**src/rtl/moisture_sample_scheduler.sv**
```systemverilog
// Periodic soil-moisture sampler: bursts of ADC reads are averaged, scaled to a
// 0..100 percentage by serial division, and drive a hysteretic pump request.
module moisture_sample_scheduler #(
  parameter int SAMPLE_PERIOD = 1000,
  parameter int AVG_LOG2      = 2,
  parameter int TIMEOUT       = 255,
  parameter int DRY_RAW       = 800,
  parameter int WET_RAW       = 300,
  parameter int PUMP_ON_PCT   = 30,
  parameter int PUMP_OFF_PCT  = 60
) (
  input  logic       clk,
  input  logic       reset,
  input  logic       enable,
  output logic       adc_start,
  input  logic       adc_busy,
  input  logic       adc_done,
  input  logic [9:0] adc_data,
  output logic [7:0] moisture_percentage,
  output logic       pct_valid,
  output logic       pump_on,
  output logic       adc_error
);

  localparam int ACC_W = 11 + AVG_LOG2;
  localparam int PER_W = (SAMPLE_PERIOD > 1) ? $clog2(SAMPLE_PERIOD) : 1;
  localparam int TO_W  = $clog2(TIMEOUT + 1);
  localparam int SC_W  = AVG_LOG2 + 1;
  localparam int REM_W = 24;

  localparam logic [PER_W-1:0] PER_LAST = PER_W'(SAMPLE_PERIOD - 1);
  localparam logic [TO_W-1:0]  TO_LAST  = TO_W'(TIMEOUT - 1);
  localparam logic [SC_W-1:0]  SC_LAST  = SC_W'((1 << AVG_LOG2) - 1);
  localparam logic [9:0]       DRY_C    = 10'(DRY_RAW);
  localparam logic [9:0]       WET_C    = 10'(WET_RAW);
  localparam logic [REM_W-1:0] DEN_C    = REM_W'(DRY_RAW - WET_RAW);
  localparam logic [REM_W-1:0] HUNDRED  = REM_W'(100);
  localparam logic [7:0]       ON_C     = 8'(PUMP_ON_PCT);
  localparam logic [7:0]       OFF_C    = 8'(PUMP_OFF_PCT);

  typedef enum logic [2:0] {
    IDLE    = 3'd0,
    START   = 3'd1,
    WAIT    = 3'd2,
    AVG     = 3'd3,
    CONVERT = 3'd4,
    UPDATE  = 3'd5
  } state_t;

  state_t             state_r;
  logic [PER_W-1:0]   period_cnt_r;
  logic [TO_W-1:0]    timeout_cnt_r;
  logic [SC_W-1:0]    sample_cnt_r;
  logic [ACC_W-1:0]   acc_r;
  logic [9:0]         avg_r;
  logic [REM_W-1:0]   rem_r;
  logic [7:0]         quot_r;
  logic [7:0]         moisture_r;
  logic               pct_valid_r;
  logic               pump_on_r;
  logic               adc_start_r;
  logic               adc_error_r;

  logic               tick_s;
  logic               timeout_s;
  logic [9:0]         avg_s;
  logic [9:0]         diff_s;
  logic               clamp_dry_s;
  logic               clamp_wet_s;
  logic               conv_done_s;
  logic [7:0]         final_pct_s;

  function automatic logic next_pump(input logic [7:0] pct, input logic cur);
    if (pct < ON_C) begin
      return 1'b1;
    end else if (pct >= OFF_C) begin
      return 1'b0;
    end else begin
      return cur;
    end
  endfunction

  assign tick_s      = enable && (period_cnt_r == PER_LAST);
  assign timeout_s   = (timeout_cnt_r == TO_LAST);
  assign avg_s       = 10'(acc_r >> AVG_LOG2);
  // Only meaningful when avg_s < DRY_C; the clamp checks in CONVERT guard the rest.
  assign diff_s      = DRY_C - avg_s;
  assign clamp_dry_s = (avg_r >= DRY_C);
  assign clamp_wet_s = (avg_r <= WET_C);
  assign conv_done_s = clamp_dry_s || clamp_wet_s || (rem_r < DEN_C);
  assign final_pct_s = clamp_dry_s ? 8'd0 : (clamp_wet_s ? 8'd100 : quot_r);

  // Period counter, sampling FSM, serial divider and registered outputs.
  always_ff @(posedge clk) begin
    if (reset) begin
      state_r       <= IDLE;
      period_cnt_r  <= '0;
      timeout_cnt_r <= '0;
      sample_cnt_r  <= '0;
      acc_r         <= '0;
      avg_r         <= 10'd0;
      rem_r         <= '0;
      quot_r        <= 8'd0;
      moisture_r    <= 8'd0;
      pct_valid_r   <= 1'b0;
      pump_on_r     <= 1'b0;
      adc_start_r   <= 1'b0;
      adc_error_r   <= 1'b0;
    end else begin
      adc_start_r <= 1'b0;
      pct_valid_r <= 1'b0;

      if (!enable || tick_s) begin
        period_cnt_r <= '0;
      end else begin
        period_cnt_r <= period_cnt_r + PER_W'(1);
      end

      case (state_r)
        IDLE: begin
          timeout_cnt_r <= '0;
          if (tick_s) begin
            state_r <= START;
          end else begin
            state_r <= IDLE;
          end
        end
        START: begin
          if (timeout_s) begin
            adc_error_r   <= 1'b1;
            acc_r         <= '0;
            sample_cnt_r  <= '0;
            timeout_cnt_r <= '0;
            state_r       <= IDLE;
          end else if (!adc_busy) begin
            adc_start_r   <= 1'b1;
            timeout_cnt_r <= timeout_cnt_r + TO_W'(1);
            state_r       <= WAIT;
          end else begin
            timeout_cnt_r <= timeout_cnt_r + TO_W'(1);
            state_r       <= START;
          end
        end
        WAIT: begin
          // A result arriving on the last allowed cycle still counts.
          if (adc_done) begin
            acc_r         <= acc_r + ACC_W'(adc_data);
            timeout_cnt_r <= '0;
            if (sample_cnt_r == SC_LAST) begin
              sample_cnt_r <= '0;
              state_r      <= AVG;
            end else begin
              sample_cnt_r <= sample_cnt_r + SC_W'(1);
              state_r      <= START;
            end
          end else if (timeout_s) begin
            adc_error_r   <= 1'b1;
            acc_r         <= '0;
            sample_cnt_r  <= '0;
            timeout_cnt_r <= '0;
            state_r       <= IDLE;
          end else begin
            timeout_cnt_r <= timeout_cnt_r + TO_W'(1);
            state_r       <= WAIT;
          end
        end
        AVG: begin
          avg_r        <= avg_s;
          rem_r        <= REM_W'(diff_s) * HUNDRED;
          quot_r       <= 8'd0;
          acc_r        <= '0;
          sample_cnt_r <= '0;
          state_r      <= CONVERT;
        end
        CONVERT: begin
          if (conv_done_s) begin
            moisture_r  <= final_pct_s;
            pct_valid_r <= 1'b1;
            pump_on_r   <= next_pump(final_pct_s, pump_on_r);
            state_r     <= UPDATE;
          end else begin
            rem_r   <= rem_r - DEN_C;
            quot_r  <= quot_r + 8'd1;
            state_r <= CONVERT;
          end
        end
        UPDATE: begin
          state_r <= IDLE;
        end
        default: begin
          state_r <= IDLE;
        end
      endcase
    end
  end

  assign adc_start           = adc_start_r;
  assign moisture_percentage = moisture_r;
  assign pct_valid           = pct_valid_r;
  assign pump_on             = pump_on_r;
  assign adc_error           = adc_error_r;

endmodule

```
**config.mk**
```make
export PLATFORM = sky130hd
export DESIGN_NAME = moisture_sample_scheduler
export DESIGN_NICKNAME = d
export VERILOG_FILES = /design/src/rtl/moisture_sample_scheduler.sv
export SDC_FILE = /design/constraint.sdc
export NUM_CORES = 1
export LEC_CHECK = 0
export CAP_MARGIN = 20
export CORE_MARGIN = 5
export CORE_UTILIZATION = 55
export DETAILED_ROUTE_END_ITERATION = 10
export HOLD_SLACK_MARGIN = 0.12
export PLACE_DENSITY_LB_ADDON = 0.2
export SLEW_MARGIN = 20
export SYNTH_ARGS = -nofsm -noshare
export SYNTH_HDL_FRONTEND = slang
export SYNTH_SLANG_ARGS = --single-unit
```
**constraint.sdc**
```tcl
create_clock -name clk -period 4.3 [get_ports clk]
set_input_delay 1.075 -clock clk [delete_from_list [all_inputs] [get_ports clk]]
set_output_delay 1.075 -clock clk [all_outputs]
set_load 0.1 [all_outputs]
```
==> impl_metrics.json, run 1 <==
{
  "n_antenna_cell": 0,
  "postSynth.asyncResetShare_pct": 0,
  "critPathMostFrequentCell": "ha_1",
  "vias": 5076,
  "mappedNetlistNets": 787,
  "outcome": "complete, no violations",
  "cellLeakagePower_nw": 2.39,
  "hold_path.class": "reg -> reg",
  "worst_setup_path_end_kind": "flip-flop",
  "post-synth-top-area-fraction_pct": 31.0,
  "sequential_cell_fraction_of_total_power_pct": 55.9,
  "post_synth_inst_count": 717,
  "cts_num_sinks": 88,
  "worstSetupPathType": "reg -> reg",
  "syn-mean-instance-area_um2": 7.92,
  "multi_input_area_um2": 3660,
  "worst-endpoint-arrival_ps": 4290,
  "io_buffers": 26,
  "n_fill_cell": 951,
  "wl_mm": 13.1,
  "postSynthRegisterBits": 88,
  "cts-buffers-inserted": 9,
  "num_rows": 37,
  "gr-usage-all-layers_pct": 21.5,
  "worst_slew_pin_slew_ps": 1000,
  "antenna_found_initial": 0,
  "p_int_mw": 1.12,
  "drt-vias-per-instance": 5.82,
  "first_global_vias": 4821,
  "grt_max_degree": 60,
  "postRouteAntennaNets": 0,
  "dominantRegCellSynth": "dfxtp_1",
  "floorplan.die_area_um2": 12500,
  "synth-edff-count": 0,
  "post-route-period-util_pct": 92.8,
  "drtPass1Iterations": 4,
  "core_area_um2": 10200,
  "final-hold-violation-count": 0,
  "fin_ws_ps": 308,
  "share_clk_of_total_power_pct": 40.8,
  "boundaryPins": 27,
  "drc_errors": 0,
  "power-per-cell-area_nw_per_um2": 234,
  "tritoncts": "yes",
  "dp_hpwl_mm": 9.78,
  "p_comb_share_pct": 3.3,
  "ys_types": 66,
  "finalMaxSlewViolations": 0,
  "die-height_um": 112,
  "max_transition_margin_pct": 33.1,
  "sw_share_pct": 23.0,
  "setup_repair_after_global_routing_missed_its_margin": "no",
  "max_cap_violations": 0,
  "clock-root-buffer": "clkbuf_8",
  "register_area_um2": 1770,
  "layout_cell_share_with_drive_strength_beyond_1_pct": 5.84,
  "timing.fmax_mhz": 251,
  "dpl_worst_slack_ps": 204,
  "power.net_switching_mw": 0.336,
  "area_growth_syn_to_layout_pct": 9.91,
  "synth.most_common_cell": "dfxtp_1",
  "worst_setup_path_start_kind": "flip-flop",
  "critical_path.cell_chain": "nor2_1, nand3_1, o21a_1, or2_2, ha_1, ha_1, inv_1, fa_1, inv_1, ha_1, or3_1, or3_1, o21ai_0, xnor2_1, nand2_1, a21oi_1",
  "finalWeightedCongestion": 0.890,
  "yosysWarnings": 0,
  "worstSkewPairLatency_ps": 380,
  "yosys-top-cells-count": "dfxtp_1, nor2_1, nand2_1",
  "crit_path_max_incr_delay_ps": 540,
  "finalWorstPathRequiredPeriod_ps": 3990,
  "setup_tns_ps": 0,
  "timing.critical_path.fanout_max": 8,
  "crit_slowest_cell": "fa_1",
  "report.power.total_mw": 1.46,
  "start_util_pct": 55.8,
  "htree_levels": 3,
  "setup_viol_count_final": 0,
  "grt-ovfl-total": 0,
  "finish.net_count": 801,
  "postCtsHoldBufs": 0,
  "post_drt_wl_per_cell_um": 15.1,
  "clk_transition_reported_paths_ps": 100,
  "seq_area_frac_synth_pct": 31.0,
  "ir_worst_vdd_v": 0.000206,
  "global_route_wire_length_before_repair_mm": 22.6,
  "dieWidth_um": 112,
  "worst-endpoint-required_ps": 4600,
  "post_synth_instance_area_um2": 5680,
  "cts.path.max_buffers": 2,
  "synth_top_cells_by_area": "dfxtp_1, ha_1, nor2_1, a21oi_1, nand2_1",
  "synth_top_area_cell": "dfxtp_1",
  "worst_clock_skew_ps": 17.3,
  "detailedRoute.firstIterationViolations": 293
}
[flip-flops by register name, summed over array words and instances, names as in the netlist, 8 cells and up]
name,count
moisture_percentage,8
period_cnt_r,10
rem_r,22
timeout_cnt_r,8
acc_r,12
avg_r,10
quot_r,8
[placed cells by master, fill, tap and decap left out, types with 3 or more instances in the layout]
master,synthesis,routed
nand3b_1,3,3
buf_4,0,6
a21o_1,5,5
nor2b_1,5,5
and3_1,12,12
a21oi_1,61,61
o31ai_1,4,4
clkdlybuf4s50_1,0,25
nor3_1,21,19
xnor2_1,26,26
a22o_1,3,3
ha_1,49,49
nand3_1,29,29
mux2i_1,5,5
o22ai_1,4,4
a211oi_1,6,6
a22oi_1,5,5
fa_1,6,6
nor2_1,84,84
o211ai_1,11,11
or2_2,5,5
a32o_1,3,3
inv_1,36,36
o21a_1,10,10
or3_1,10,10
nand2_1,74,74
dfxtp_1,88,86
clkbuf_8,0,10
and2_1,4,4
a31oi_1,8,8
xor2_1,14,14
nor4_1,11,11
or3b_2,3,3
o21ai_0,40,40
[routing by layer]
layer | part of all wire [%] | global-route usage, % | wire length, µm
met3 | 3.5 | 3.59 | 461
met2 | 48 | 36.0 | 6240
met5 | 0 | 0 | 0
met4 | 1.7 | 5.84 | 220
met1 | 47 | 28.6 | 6220
[critical path: cells and delay by family (launching register included)]
kind	cells	cell delay, ps
xor gates and xnor gates	1	140
AOI/OAI and AO/OA	3	530
adders and majority gates	4	1380
buffers and inverters	2	90
and+or+nand+nor	6	1370
DFF	1	400
[power by group through the flow]
stage               Combinational, mW  Clock [mW]  Sequential, mW
CTS                            0.0480       0.609           0.816
finish                         0.0480       0.595           0.815
floorplan                      0.0257           0           0.835
global route                   0.0524       0.647           0.816
detailed placement             0.0480           0           0.835
global placement               0.0463           0           0.835
[logic make-up (layout without fill, tap and decap cells)]
group	Yosys count	after routing	share of synthesized area, %
flip-flops	88	88	31.0
AO/OA/AOI/OAI	187	187	20.9
buffers and inverters	66	85	4.69
AND/OR/NAND/NOR	276	276	23.4
adder cells (fa/ha/maj)	55	55	12.9
multiplexers	5	5	0.881
XOR/XNOR	40	40	6.17
[final timing paths]
path              slack, ps                   start                     end  cells past startpoint
setup / recovery        310                acc_r[4]               rem_r[15]                     16
setup reg to reg        310                acc_r[4]               rem_r[15]                     16
hold reg to reg         460  moisture_percentage[7]  moisture_percentage[7]                      2
hold / removal          460  moisture_percentage[7]  moisture_percentage[7]                      2
[layout make-up]
type | count | area share [%]
clock buffer | 11 | 2.26
clock inverter | 5 | 1.02
inverter | 37 | 2.22
multi-input combinational | 563 | 58.6
sequential | 88 | 28.3
tap | 136 | 2.73
timing repair buffer | 32 | 4.81
[per-stage QoR]
stage	area, µm²	util [%]	hold slack, ps	cells
CTS	6240	61.2	463	872
detailed placement	6030	59.2	447	856
global placement	6030	59.2	442	856
floorplan	5680	-	430	717
finish	6240	61.3	461	872
global route	6240	61.3	482	872
[timing repair]
item,in CTS,in global routing
gates resized for setup,0,3
setup endpoints to repair,0,2
buffers inserted,0,0
endpoints found under the hold margin,0,0
Power figures use the tool's default switching activity.
==> inputs of run 2 (changes only) <==
Settings changed: SKIP_LAST_GASP set to 1.
==> results of run 2 <==
Same layout as run 1: the final DEF is identical, and so are final timing and power.
==> inputs of run 3 (changes only) <==
Settings changed: CORE_UTILIZATION 55 to 36, PLACE_DENSITY_LB_ADDON 0.2 to unset.
==> run 3 against run 2 <==
Against the previous run:
- sequential power about the same
- core utilization decreased by 20 points
- fmax increased by 0.51%
==> impl_metrics.json, run 3 (synthesis results as in run 1) <==
{
  "drtPass1Iterations": 4,
  "timing.hold.worst_endpoint": "moisture_percentage[1]",
  "n_fill_cell": 1669,
  "global_route_wire_length_before_repair_mm": 22.8,
  "postCtsHoldBufs": 0,
  "vias": 4964,
  "tritoncts": "yes",
  "dieWidth_um": 136,
  "final-hold-violation-count": 0,
  "boundaryPins": 27,
  "cellLeakagePower_nw": 2.45,
  "placed_cells": 938,
  "setup_repair_after_global_routing_missed_its_margin": "no",
  "drt-vias-per-instance": 5.21,
  "post_drt_wl_per_cell_um": 13.9,
  "ir_worst_vdd_v": 0.000253,
  "worst_setup_path_start_kind": "flip-flop",
  "core_area_um2": 15700,
  "num_rows": 46,
  "final_common_cell": "dfxtp_1",
  "final_core_util_pct": 41.2,
  "grt_max_degree": 51,
  "dpl_worst_slack_ps": 297,
  "cts.path.max_buffers": 2,
  "max_cap_violations": 0,
  "floorplan.die_area_um2": 18400,
  "worst_slew_pin_slew_ps": 986,
  "area_growth_syn_to_layout_pct": 13.6,
  "largest_registers_ranked_by_flip_flop_count": "rem_r (22), acc_r (12)",
  "worst_setup_path_end_kind": "flip-flop",
  "cts-buffers-inserted": 9,
  "worst_r2r_endpoint": "rem_r[15]",
  "setup_tns_ps": 0,
  "worst_clock_skew_ps": 12.6,
  "timing.critical_path.from": "acc_r[5]",
  "max_transition_margin_pct": 34.1,
  "largest_register": "rem_r",
  "wl_mm": 13.2,
  "hold_path.class": "reg -> reg",
  "antenna_found_initial": 0,
  "fin_ws_ps": 328,
  "finalWeightedCongestion": 0.811,
  "gr-usage-all-layers_pct": 15.1,
  "worst_r2r_path_depth": 16,
  "worstSetupPathType": "reg -> reg",
  "worstHoldStart": "moisture_percentage[1]",
  "power-per-cell-area_nw_per_um2": 259,
  "io_buffers": 26,
  "worst_hold_path.num_cells": 2,
  "start_util_pct": 36.3,
  "postRouteAntennaNets": 0,
  "worst-endpoint-required_ps": 4570,
  "postCtsSetupRepairBufs": 0,
  "finalMaxSlewViolations": 0,
  "finish.net_count": 803,
  "finalWorstPathRequiredPeriod_ps": 3970,
  "outcome": "complete, no violations",
  "layout_cell_share_with_drive_strength_beyond_1_pct": 5.97,
  "largest_register_ff_count": 22,
  "cts_num_sinks": 88,
  "n_antenna_cell": 0,
  "timing.fmax_mhz": 252,
  "drc_errors": 0,
  "worst-endpoint-arrival_ps": 4250,
  "layout_common_cells": "dfxtp_1, nor2_1, nand2_1, a21oi_1, ha_1",
  "final-instance-count-excl-fill": 953,
  "detailedRoute.firstIterationViolations": 342,
  "regToRegStartpoint": "acc_r[5]",
  "htree_levels": 3,
  "grt-ovfl-total": 0,
  "post-route-period-util_pct": 92.4,
  "timing.critical_path.fanout_max": 8,
  "first_global_vias": 4729,
  "clock-root-buffer": "clkbuf_16",
  "die-height_um": 136,
  "setup_viol_count_final": 0,
  "worstSkewPairLatency_ps": 350,
  "clk_transition_reported_paths_ps": 60,
  "dp_hpwl_mm": 9.82,
  "ff2ff_setup_slack_ps": 330
}
## run 3: layer usage
metal	GRT usage, %	vias up	wire, µm
met5	0	-	0
met4	4.37	0	207
met3	3.05	14	431
met2	24.3	74	6040
met1	20.6	2287	6560
li1	-	2589	-
## run 3: through the flow
step	power, mW	instance area [µm²]	hold slack [ps]
2_1_floorplan	0.861	5680	430
3_3_place_gp	0.884	6150	444
3_5_place_dp	0.884	6150	446
4_1_cts	1.70	6450	455
5_1_grt	1.73	6450	479
6_report	1.67	6450	451
## run 3: how the worst max path moves through the flow
stage | to | slack (ps) | depth (start not counted)
after floorplan | rem_r[15] | 290 | 18
after detailed placement | rem_r[15] | 300 | 16
after CTS | rem_r[15] | 270 | 16
after global placement | rem_r[15] | 410 | 16
after global routing | rem_r[15] | 9 | 17
final | rem_r[15] | 330 | 16
## run 3: area by class of cell
type | instances | area, µm² | area share [%]
clock buffers | 11 | 253 | 3.92
inverters | 37 | 139 | 2.15
repair buffers | 34 | 315 | 4.89
well taps | 216 | 270 | 4.19
clock inverters | 4 | 51.3 | 0.795
multi-input cells | 563 | 3660 | 56.7
flip-flops and latches | 88 | 1760 | 27.3
## run 3: worst max-delay path, cell delays in order, from the launching register on
cell,delay (ps)
dfxtp_1,390
nor2_1,150
nand3_1,110
o21a_1,210
or2_2,310
ha_1,300
ha_1,300
inv_1,60
fa_1,520
inv_1,40
ha_1,270
or3_1,380
or3_1,310
o21ai_0,190
xnor2_1,140
nand2_1,70
a21oi_1,150
## run 3: timing repair
action	4_1_cts	5_1_grt
endpoints found under the hold margin	0	0
resized for setup	0	1
setup endpoints to repair	0	1
## run 3: report_power, final
group | internal, mW | leakage, nW | switching, mW
Clock | 0.480 | 0.148 | 0.327
Sequential | 0.816 | 0.709 | 0.000824
Combinational | 0.0201 | 1.59 | 0.0283
Total | 1.32 | 2.45 | 0.356
